<file path="config.mk">
export PLATFORM = sky130hd
export DESIGN_NAME = mem_arbiter
export DESIGN_NICKNAME = d
export VERILOG_FILES = /design/src/rtl/mem_arbiter_pkg.sv /design/src/rtl/mem_arbiter_pick.sv /design/src/rtl/mem_arbiter.sv
export SDC_FILE = /design/constraint.sdc
export NUM_CORES = 1
export LEC_CHECK = 0
export ABC_CLOCK_PERIOD_IN_PS = 3800
export CORE_MARGIN = 3
export CORE_UTILIZATION = 40
export CTS_CLUSTER_DIAMETER = 80
export DETAILED_ROUTE_END_ITERATION = 6
export PLACE_DENSITY = 0.8
export SYNTH_ARGS = -nofsm -noshare
export SYNTH_HDL_FRONTEND = slang
export SYNTH_SLANG_ARGS = --single-unit
</file>
<file path="constraint.sdc">
create_clock -name clk -period 3.8 [get_ports clk]
set_clock_uncertainty 0.1 [all_clocks]
set_input_delay 0.57 -clock clk [delete_from_list [all_inputs] [get_ports clk]]
set_output_delay 0.57 -clock clk [all_outputs]
set_load 0.02 [all_outputs]
</file>
<file path="src/rtl/mem_arbiter_pkg.sv">
// Shared types for the memory arbiter: FSM states, requester indices, last_served encoding.
package mem_arbiter_pkg;

  typedef enum logic [1:0] {
    IDLE   = 2'd0,
    ACCESS = 2'd1,
    DONE   = 2'd2
  } state_t;

  typedef logic [1:0] req_idx_t;

  localparam req_idx_t REQ_HOST  = 2'd0;
  localparam req_idx_t REQ_FETCH = 2'd1;
  localparam req_idx_t REQ_DATA  = 2'd2;

  localparam logic LS_FETCH = 1'b0;
  localparam logic LS_DATA  = 1'b1;

  function automatic logic [2:0] idx_onehot(input req_idx_t idx);
    logic [2:0] oh;
    oh = 3'b000;
    case (idx)
      REQ_HOST:  oh = 3'b001;
      REQ_FETCH: oh = 3'b010;
      REQ_DATA:  oh = 3'b100;
      default:   oh = 3'b000;
    endcase
    return oh;
  endfunction

endpackage

</file>
<file path="src/rtl/mem_arbiter_pick.sv">
// Combinational winner selection: host strictly first, fetch/data round-robin, host lock holds others off.
module arb_pick
  import mem_arbiter_pkg::*;
(
  input  logic [2:0] req,
  input  logic       host_lock,
  input  logic       lock_owner,
  input  logic       last_served,
  output logic       vld,
  output req_idx_t   winner
);

  always_comb begin
    vld    = 1'b0;
    winner = REQ_HOST;
    if (req[REQ_HOST]) begin
      vld    = 1'b1;
      winner = REQ_HOST;
    end else if (host_lock && lock_owner) begin
      // Host owns the memory between its locked accesses.
      vld = 1'b0;
    end else if (req[REQ_FETCH] && req[REQ_DATA]) begin
      vld    = 1'b1;
      winner = (last_served == LS_DATA) ? REQ_FETCH : REQ_DATA;
    end else if (req[REQ_FETCH]) begin
      vld    = 1'b1;
      winner = REQ_FETCH;
    end else if (req[REQ_DATA]) begin
      vld    = 1'b1;
      winner = REQ_DATA;
    end
  end

endmodule

</file>
<file path="src/rtl/mem_arbiter.sv">
// Shares one single-port memory between host, fetch and data ports; one access per ACCESS cycle,
// ack in the following DONE cycle, back-to-back accesses every 2 cycles.
module mem_arbiter
  import mem_arbiter_pkg::*;
#(
  parameter int ADDR_W = 8,
  parameter int DATA_W = 8
) (
  input  logic              clk,
  input  logic              reset,
  input  logic              host_req,
  input  logic              fetch_req,
  input  logic              data_req,
  input  logic              host_we,
  input  logic              data_we,
  input  logic [ADDR_W-1:0] host_addr,
  input  logic [ADDR_W-1:0] fetch_addr,
  input  logic [ADDR_W-1:0] data_addr,
  input  logic [DATA_W-1:0] host_wdata,
  input  logic [DATA_W-1:0] data_wdata,
  input  logic              host_lock,
  output logic              host_ack,
  output logic              fetch_ack,
  output logic              data_ack,
  output logic [DATA_W-1:0] rdata,
  output logic [ADDR_W-1:0] mem_addr,
  output logic [DATA_W-1:0] mem_wdata,
  output logic              mem_we,
  input  logic [DATA_W-1:0] mem_rdata,
  output logic              busy
);

  state_t            state, state_nxt;
  req_idx_t          lat_idx;
  logic [ADDR_W-1:0] lat_addr;
  logic [DATA_W-1:0] lat_wdata;
  logic              lat_we;
  logic              host_owns;
  logic              last_served;
  logic [2:0]        req_vec, req_masked;
  logic              pick_vld;
  req_idx_t          pick_idx;
  logic              take;
  logic [ADDR_W-1:0] sel_addr;
  logic [DATA_W-1:0] sel_wdata;
  logic              sel_we;

  assign req_vec = {data_req, fetch_req, host_req};

  // The requester being acked still holds req during DONE, so hide it from re-arbitration.
  always_comb begin
    req_masked = req_vec;
    if (state == DONE) req_masked = req_vec & ~idx_onehot(lat_idx);
  end

  arb_pick u_pick (
    .req         (req_masked),
    .host_lock   (host_lock),
    .lock_owner  (host_owns),
    .last_served (last_served),
    .vld         (pick_vld),
    .winner      (pick_idx)
  );

  always_comb begin
    sel_addr  = host_addr;
    sel_wdata = host_wdata;
    sel_we    = host_we;
    case (pick_idx)
      REQ_FETCH: begin
        sel_addr  = fetch_addr;
        sel_wdata = '0;
        sel_we    = 1'b0;
      end
      REQ_DATA: begin
        sel_addr  = data_addr;
        sel_wdata = data_wdata;
        sel_we    = data_we;
      end
      default: ;
    endcase
  end

  always_comb begin
    state_nxt = state;
    take      = 1'b0;
    case (state)
      IDLE: begin
        if (pick_vld) begin
          state_nxt = ACCESS;
          take      = 1'b1;
        end
      end
      ACCESS: state_nxt = DONE;
      DONE: begin
        if (pick_vld) begin
          state_nxt = ACCESS;
          take      = 1'b1;
        end else begin
          state_nxt = IDLE;
        end
      end
      default: state_nxt = IDLE;
    endcase
  end

  always_ff @(posedge clk or negedge reset) begin
    if (!reset) state <= IDLE;
    else        state <= state_nxt;
  end

  always_ff @(posedge clk or negedge reset) begin
    if (!reset) begin
      lat_idx     <= REQ_HOST;
      lat_addr    <= '0;
      lat_wdata   <= '0;
      lat_we      <= 1'b0;
      host_owns   <= 1'b0;
      last_served <= LS_DATA;
      rdata       <= '0;
    end else begin
      if (take) begin
        lat_idx   <= pick_idx;
        lat_addr  <= sel_addr;
        lat_wdata <= sel_wdata;
        lat_we    <= sel_we;
        host_owns <= (pick_idx == REQ_HOST);
        if (pick_idx != REQ_HOST) last_served <= (pick_idx == REQ_DATA) ? LS_DATA : LS_FETCH;
      end
      if (state == ACCESS) rdata <= mem_rdata;
    end
  end

  assign mem_addr  = lat_addr;
  assign mem_wdata = lat_wdata;
  assign mem_we    = (state == ACCESS) && lat_we;
  assign host_ack  = (state == DONE) && (lat_idx == REQ_HOST);
  assign fetch_ack = (state == DONE) && (lat_idx == REQ_FETCH);
  assign data_ack  = (state == DONE) && (lat_idx == REQ_DATA);
  assign busy      = (state != IDLE);

endmodule

</file>
# Yosys cells after proc, flatten, opt, wreduce, memory -nomap -nowiden
# Cells that the tools add are included.
[classes]
n_mux = 23
bitwise = 2
n_eq_ne = 7
n_reduce_logical = 13
[ops]
columns = ["op", "count"]
rows = [
  ["8-bit one-hot mux with 2 select lines", 2],
  ["2-bit two-way mux", 7],
  ["1-bit two-way mux", 9],
  ["3-bit one-hot mux with 3 select lines", 1],
  ["2-bit by 1-bit equality test with 1-bit output (second input constant)", 3],
  ["2-bit equality test (second input constant)", 3],
  ["1-bit logical AND", 6],
  ["2-bit logical NOT", 3],
  ["3-bit two-way mux", 2],
  ["2-bit one-hot mux with 3 select lines", 1],
  ["2-bit nonzero test", 2],
  ["3-bit AND", 1],
  ["3-bit NOT", 1],
  ["2-bit != test (second input constant)", 1],
  ["1-bit one-hot mux with 2 select lines", 1],
  ["2-bit AND reduction", 1],
  ["2-bit OR reduction", 1],
]
[word_totals]
wordCells = 53
ff_bits = 31
out_inout_bits = 29
input_bits = 56

# Depth between registers and ports, before layout
# Gate-level depths: netlist of the first run.
[depth]
depth_word = 14
depth_mapped = 11
depth_no_buf = 8

# By module
# From an unflattened synthesis of the first run, not the netlist that was laid out.
[hier_totals]
hier_cells = 151
area_unflattened_um2 = 1690.4
[by_module_without_submodules]
columns = ["module", "instances", "area_per_inst_um2", "cells_each", "seq_area_each_um2"]
rows = [
  ["mem_arbiter", 1, 1644.1, 144, 777.0],
  ["arb_pick", 1, 46.3, 7, 0.0],
]

# Worst setup path before layout of the first run
# OpenSTA, ideal clock, no wires.
[synth_timing]
path_kind = "register to register"
startpoint = "register state[0]"
endpoint = "register lat_wdata[5] (netlist: mem_wdata[5])"
arrival_ps = 2611
stages_incl_launch_ff = 11
period_less_slack_ps = 2836
path_buffers = 3
setup_slack_ps = 964
cell_sequence = "dfrtp_1 -> buf_6 -> or4b_4 -> a21boi_1 -> nand4_1 -> ha_1 -> clkbuf_1 -> nor2b_1 -> buf_1 -> a22o_1 -> mux2_4"
[synth_via]
elab_chain_cells = 9
[synth_lines]
columns = ["item", "line_no", "rtl"]
rows = [
  ["from (decl)", "mem_arbiter.sv:33", "state_t state, state_nxt;"],
  ["from (signal assigned)", "mem_arbiter.sv:109", "else state <= state_nxt;"],
  ["2-bit equality test", "mem_arbiter.sv:53, mem_arbiter.sv:87", ""],
  ["3-bit two-way mux", "mem_arbiter.sv:53", "if (state == DONE) req_masked = req_vec & ~idx_onehot(lat_idx);"],
  ["2-bit two-way mux / 1-bit two-way mux (equally long branches)", "mem_arbiter_pick.sv:28", "end else if (req[REQ_DATA]) begin"],
  ["2-bit two-way mux / 1-bit two-way mux (equally long branches)", "mem_arbiter_pick.sv:25", "end else if (req[REQ_FETCH]) begin"],
  ["2-bit two-way mux / 1-bit two-way mux (equally long branches)", "mem_arbiter_pick.sv:22", "end else if (req[REQ_FETCH] && req[REQ_DATA]) begin"],
  ["2-bit two-way mux / 1-bit two-way mux (equally long branches)", "mem_arbiter_pick.sv:19", "end else if (host_lock && lock_owner) begin"],
  ["2-bit two-way mux / 1-bit two-way mux (equally long branches)", "mem_arbiter_pick.sv:16", "if (req[REQ_HOST]) begin"],
  ["2-bit equality test, or another cell as far along", "mem_arbiter.sv:69", "case (pick_idx)"],
  ["8-bit one-hot mux with 2 select lines / 1-bit two-way mux (equally long branches)", "n/a", ""],
  ["to (signal assigned)", "mem_arbiter.sv:125", "lat_wdata <= sel_wdata;"],
  ["to (decl)", "mem_arbiter.sv:36", "logic [DATA_W-1:0] lat_wdata;"],
]
# Parallel ways exist; a longest one is shown, timed or not.
# A chain may end at the register's enable or synchronous reset.

# Final worst setup path of the first run
[layout_timing]
startpoint = "register state[0]"
endpoint = "register lat_wdata[4] (netlist: mem_wdata[4])"
[layout_via]
elab_chain_cells = 9
[layout_lines]
columns = ["item", "line_no", "rtl"]
rows = [
  ["2-bit equality test *", "mem_arbiter.sv:53", ""],
  ["3-bit two-way mux *", "mem_arbiter.sv:53", ""],
  ["2-bit two-way mux", "mem_arbiter_pick.sv:28", ""],
  ["2-bit two-way mux", "mem_arbiter_pick.sv:25", ""],
  ["2-bit two-way mux", "mem_arbiter_pick.sv:22", ""],
  ["2-bit two-way mux", "mem_arbiter_pick.sv:19", ""],
  ["2-bit two-way mux *", "mem_arbiter_pick.sv:16", ""],
  ["via pick_idx[1]", "mem_arbiter.sv:42", "req_idx_t pick_idx;"],
  ["2-bit equality test / 2-bit by 1-bit equality test with 1-bit output (equally long branches)", "mem_arbiter.sv:69", ""],
  ["8-bit one-hot mux with 2 select lines *", "mem_arbiter.sv:69", ""],
]
# The timed path passes the listed nets; every way through them passes the cells marked *.

==> reports/metrics.cfg, run 1 <==
[run_status]
status=finished clean

[clock_network]
clock_latency_ns=0.27
cts_tree=built
numClockSinks=31
numCtsBuffers=5
cts_resized=0
cts_buffer_depth=2
htreeDepth=2
root_buffer=clkbuf_8
clkSlewWorstSetupHoldPaths_ns=0.07
cts_setup_buffers=0
ctsHoldBuffers=0

[pwr]
combPwrFrac=0.548
p_leak_nw=1.17
sw_frac_of_total=0.345
power_density_nw_per_um2=776
finalPower_w=0.00209
power.switching_w=0.000723
seqPwrFrac=0.292
vdd_drop_max_mv=0.352
pwr-share-clk=0.160
intPower_w=0.00137

[route]
drc_errors=0
antenna_left=0
viasPerCell=5.04
wirelength_mm=3.92
vias=1386
wl_per_cell_um=14.3
drt_first_pass_iters=4
drtIter0Drc=54

[grt]
overflow=0
antenna_found_initial=0
grt_max_degree=32
grt_pass1_vias=1420
grt_pass1_wl_mm=6.28
grt_usage=0.154

[worst_setup_path]
required_ns=3.91
r2r-end=mem_wdata[4]
cp_max_fo=11
critPathSlowestCell=or4b_4
critical_path_class=flop to flop
crit_end=mem_wdata[4]
arrival_ns=3.22
setup.worst_path.start=state[0]
reg2reg_depth=8
r2r_start=state[0]
crit_path_end_kind=flop
slowest_delay_ns=0.63
worstPathCellList=or4b_4 > a21boi_1 > nand4_1 > inv_1 > ha_1 > nor2b_1 > a22o_1 > mux2_4
cp.depth=8
cp_top_family=simple AND/OR/NAND/NOR gates
start_kind=flop
crit_buf_inv=1
ff2ff_setup_slack_ns=0.69

[floorplan]
dieArea_um2=5100
io_pins=85
die_y_um=71.4
initial_core_util=0.422
core_area_um2=4060
placementRows=23
die_w_um=71.4

[logic_synthesis]
synth_warnings=0
syn_nets=198
synth_seq_cells=31
yosys-top-cells-area=dfrtp_1, mux2_4, mux2_2, a22o_1, a22oi_1
yosysTopAreaCell=dfrtp_1
synth_cells=139
seq_area_frac_synth=0.454
synth.distinct_cells=31
syn_area_um2=1710
syn_avg_cell_area_um2=12.3
synth_top_area_frac=0.438

[sta]
final-setup-viol-count=0
finalSetupTns_ns=0
fin_crit_ns=3.11
finalCritPeriodShare=0.818
worst_slew_pin_slew_ns=0.608
rsz0062_at_grt=no
slew_headroom=0.594
whs_ns=0.405
fmax_ghz=0.322
slew_violations=0
hold_violations=0

[placement]
io_buffers=84
hpwl_mm=2.94
gp_congestion=0.824

[layout]
fill_cells=304
areaGrowthSynthToFinish_pct=57.6
final_nets=283
drive_gt1_frac=0.209
diodes=0

[job]
maxCapViolations=0

[worst_hold_path]
holdCritPathClass=flop to flop

## routing by layer
metal  global-route usage  part of all wire  up-vias
li1                     -                 -      674
met1                0.192              0.44      652
met4               0.0376            0.0048        0
met3               0.0589             0.093        2
met2                0.253              0.47       58
met5                    0                 0        -
## power groups by stage
| stage | clock network [W] | logic [W] | registers (W) |
|---|---|---|---|
| after global placement | 0 | 0.00114 | 0.000613 |
| final | 0.000334 | 0.00115 | 0.000611 |
| after floorplan | 0 | 0.000606 | 0.000747 |
| after global routing | 0.000351 | 0.00122 | 0.000639 |
| after CTS | 0.000338 | 0.00116 | 0.000614 |
| after detailed placement | 0 | 0.00116 | 0.000612 |
## metrics by stage
stage	cells	util	setup WS, ns	area, um2
after CTS	275	0.665	0.684	2700
after detailed placement	267	0.636	0.699	2580
after floorplan	139	-	0.964	1710
after global routing	275	0.665	0.447	2700
final	275	0.665	0.691	2700
after global placement	267	0.636	0.762	2580
## Yosys cell counts
master and number:
or2_2 1, mux2_2 9, clkbuf_1 5, a21oi_2 1, nand3b_4 1, o211ai_1 3
nor2_1 1, o21ai_1 2, a22oi_1 8, o21ai_0 10, inv_1 6, dfrtp_1 30
nand2_1 11, buf_1 2, nor2b_1 3, nand4_1 2, ha_1 3, buf_12 1
dfstp_2 1, or3_2 1, nand3_1 2, mux2_4 18, or4b_4 1, and2_1 1
nand3b_1 1, a21boi_1 1, or2b_1 1, nand4bb_2 2, o31ai_4 1, a22o_1 9
buf_6 1
## area by class of cell
class	count	area (um2)	share of cell area
Clock inverter	2	35.0	0.0130
Clock buffer	6	82.6	0.0306
Multi-Input combinational cell	93	856	0.317
Timing Repair Buffer	87	863	0.320
Sequential cell	31	777	0.288
Inverter	6	22.5	0.00834
Tap cell	50	62.6	0.0232
## registers in the layout (all words and copies together) (netlist names)
signal	flops
mem_addr	8
lat_we	1
mem_wdata	8
last_served	1
lat_idx	2
rdata	8
host_owns	1
state	2
## placed cells by master, fill, tap and decap left out, drive strengths merged, types with 2 or more instances in the layout
cell           netlist  routed
nand3b               2       2
o21ai               12      12
nor2b                3       3
clkdlybuf4s50        0      84
buf                  4       3
mux2                27      27
nand3                2       2
o211ai               3       3
a22o                 9       9
a22oi                8       8
dfrtp               30      30
nand2               11      11
nand4                2       2
inv                  6       6
nand4bb              2       2
ha                   3       3
clkbuf               5       6
## how the worst min path moves through the flow
| stage | to | startpoint | cells past startpoint |
|---|---|---|---|
| 3_5_place_dp | rdata[2] | rdata[2] | 1 |
| 2_1_floorplan | host_owns | reset | 0 |
| 5_1_grt | rdata[0] | rdata[0] | 1 |
| 3_3_place_gp | rdata[2] | rdata[2] | 1 |
| 4_1_cts | rdata[2] | rdata[2] | 1 |
| 6_report | rdata[2] | rdata[2] | 1 |
## kinds of logic (layout without fill, tap and decap cells)
logic type | count (synthesis) | count (layout) | share of synthesized area
buffers and inverters | 15 | 101 | 0.0468
adder cells (fa/ha/maj) | 3 | 3 | 0.0219
AO/OA/AOI/OAI | 35 | 35 | 0.151
multiplexers | 27 | 27 | 0.217
AND/OR/NAND/NOR | 28 | 28 | 0.110
flip-flops | 31 | 31 | 0.454
Power figures use the tool's default switching activity.
==> run 2, diff against run 1 <==
Settings changed: ABC_CLOCK_PERIOD_IN_PS 3800 to 2600, CORE_UTILIZATION 40 to 36, PLACE_DENSITY 0.8 to 0.76.
Clock period 3.8 ns to 2.6 ns, I/O delays scaled along.
==> reports/metrics.cfg, run 2 (synthesis results as in run 1) <==
[floorplan]
dieArea_um2=5620  ; +10%
initial_core_util=0.383  ; -0.0393
io_pins=85  ; unchanged
placementRows=24  ; +4.3%
die_w_um=75.0  ; +5.0%
core_area_um2=4470  ; +10%
die_y_um=75.0  ; +5.0%

[sta]
rsz0062_at_grt=yes
finalCritPeriodShare=0.975  ; +0.157
final-setup-viol-count=0  ; unchanged
fin_crit_ns=2.54  ; -0.574 ns
worst_slew_pin_slew_ns=0.381  ; -0.227 ns
finalSetupTns_ns=0  ; unchanged
fmax_ghz=0.394  ; +23%
hold_violations=0  ; unchanged
slew_violations=0  ; unchanged
slew_headroom=0.744  ; +0.151

[grt]
grt_use_met2=0.248  ; -0.00548
grt_max_degree=32  ; unchanged
grt_usage=0.150  ; -0.00448
use_met1=0.186  ; -0.00609
overflow=0  ; unchanged
grtUsageMet3=0.0601  ; +0.00117
grt_pass1_vias=1420  ; unchanged
antenna_found_initial=0  ; unchanged
grt_pass1_wl_mm=6.38  ; +1.5%
grt-busiest-layer=met2

[clock_network]
root_buffer=clkbuf_8
clkSlewWorstSetupHoldPaths_ns=0.07  ; about the same
htreeDepth=2  ; unchanged
cts_buffer_depth=2  ; unchanged
cts_setup_buffers=0  ; unchanged
clock_latency_ns=0.27  ; about the same
numCtsBuffers=5  ; unchanged
numClockSinks=31  ; unchanged
cts_tree=built

[route]
vias=1395  ; +0.65%
viasPerCell=4.88  ; -3.2%
wl_per_cell_um=14.1  ; -1.0%
drt_first_pass_iters=4  ; unchanged
drc_errors=0  ; unchanged
antenna_left=0  ; unchanged
drtIter0Drc=41  ; -24%
wirelength_mm=4.04  ; +2.9%

[layout]
utilization=0.626  ; -0.0390
layout_common_cells=clkdlybuf4s50_1, dfrtp_1, mux2_4
fin_area_um2=2800  ; +3.8%
areaGrowthSynthToFinish_pct=63.6
final_common_cell=clkdlybuf4s50_1
drive_gt1_frac=0.261  ; +0.0518
diodes=0  ; unchanged
final_nets=292  ; +3.2%

[placement]
placed_area_um2=2670  ; +3.3%
io_buffers=84  ; unchanged
gp_congestion=0.844  ; +2.4%
hpwl_mm=3.09  ; +5.2%

[worst_setup_path]
critical_path_class=flop to flop
required_ns=2.66  ; -1.25 ns
start_kind=flop
cp_max_fo=25  ; +14
crit_path_end_kind=flop
arrival_ns=2.60  ; -0.62 ns

[pwr]
vdd_drop_max_mv=0.507  ; +44%
p_leak_nw=1.22  ; +4.2%
power_density_nw_per_um2=1130  ; +46%
finalPower_w=0.00317  ; +51%

[job]
maxCapViolations=0  ; unchanged

[run_status]
status=finished clean

[worst_hold_path]
holdCritPathClass=flop to flop

## run 2: per-stage QoR
stage	cells	setup WS, ns	hold slack, ns
floorplan	139	0.00484	-0.00559
global placement	278	0.00883	0.386
detailed placement	278	-0.103	0.394
CTS	286	0.0273	0.409
global route	286	-0.0347	0.420
finish	286	0.0644	0.405
## run 2: where the power goes
| group | total [W] | switching (W) | leakage [nW] | internal [W] |
|---|---|---|---|---|
| registers | 0.000861 | 0.000133 | 0.373 | 0.000728 |
| logic | 0.00183 | 0.000773 | 0.786 | 0.00106 |
| clock network | 0.000478 | 0.000168 | 0.0612 | 0.000310 |
## run 2: what timing repair did
action / CTS / global route
hold buffers: 0 / 0
pin swaps: 0 / 1
gates resized for setup: 1 / 7
setup endpoints to repair: 9 / 18
## run 2: critical path: stages (launching register included)
cell,delay [ns]
dfrtp_1,0.38
or4b_4,0.55
a21boi_2,0.17
nand4_1,0.19
ha_1,0.37
buf_6,0.18
a22o_1,0.22
mux2_4,0.26
## run 2: per-layer routing
layer | vias to the layer above | part of all wire
li1 | 694 | -
met4 | 0 | 0.0030
met5 | - | 0
met1 | 640 | 0.41
met2 | 59 | 0.51
met3 | 2 | 0.080
## run 2: path summary, 6_finish.rpt
path | start | to | depth (start not counted) | slack [ns]
worst max-delay path | lat_idx[0] | mem_wdata[3] | 7 | 0.06
worst min-delay path | rdata[1] | rdata[1] | 1 | 0.40
worst max register to register | lat_idx[0] | mem_wdata[3] | 7 | 0.06
worst min register to register | rdata[1] | rdata[1] | 1 | 0.40
max in group asynchronous | reset | last_served | 2 | 1.68
min in group asynchronous | reset | host_owns | 2 | 0.41
## run 2: final cells by class
cell class                 instances  area [um2]
inverter                           6        22.5
tap                               52        65.1
sequential                        31         777
clock buffer                       6        82.6
fill                             370        1670
clock inverter                     2        35.0
timing repair buffer              96         947
multi-input combinational         93         872
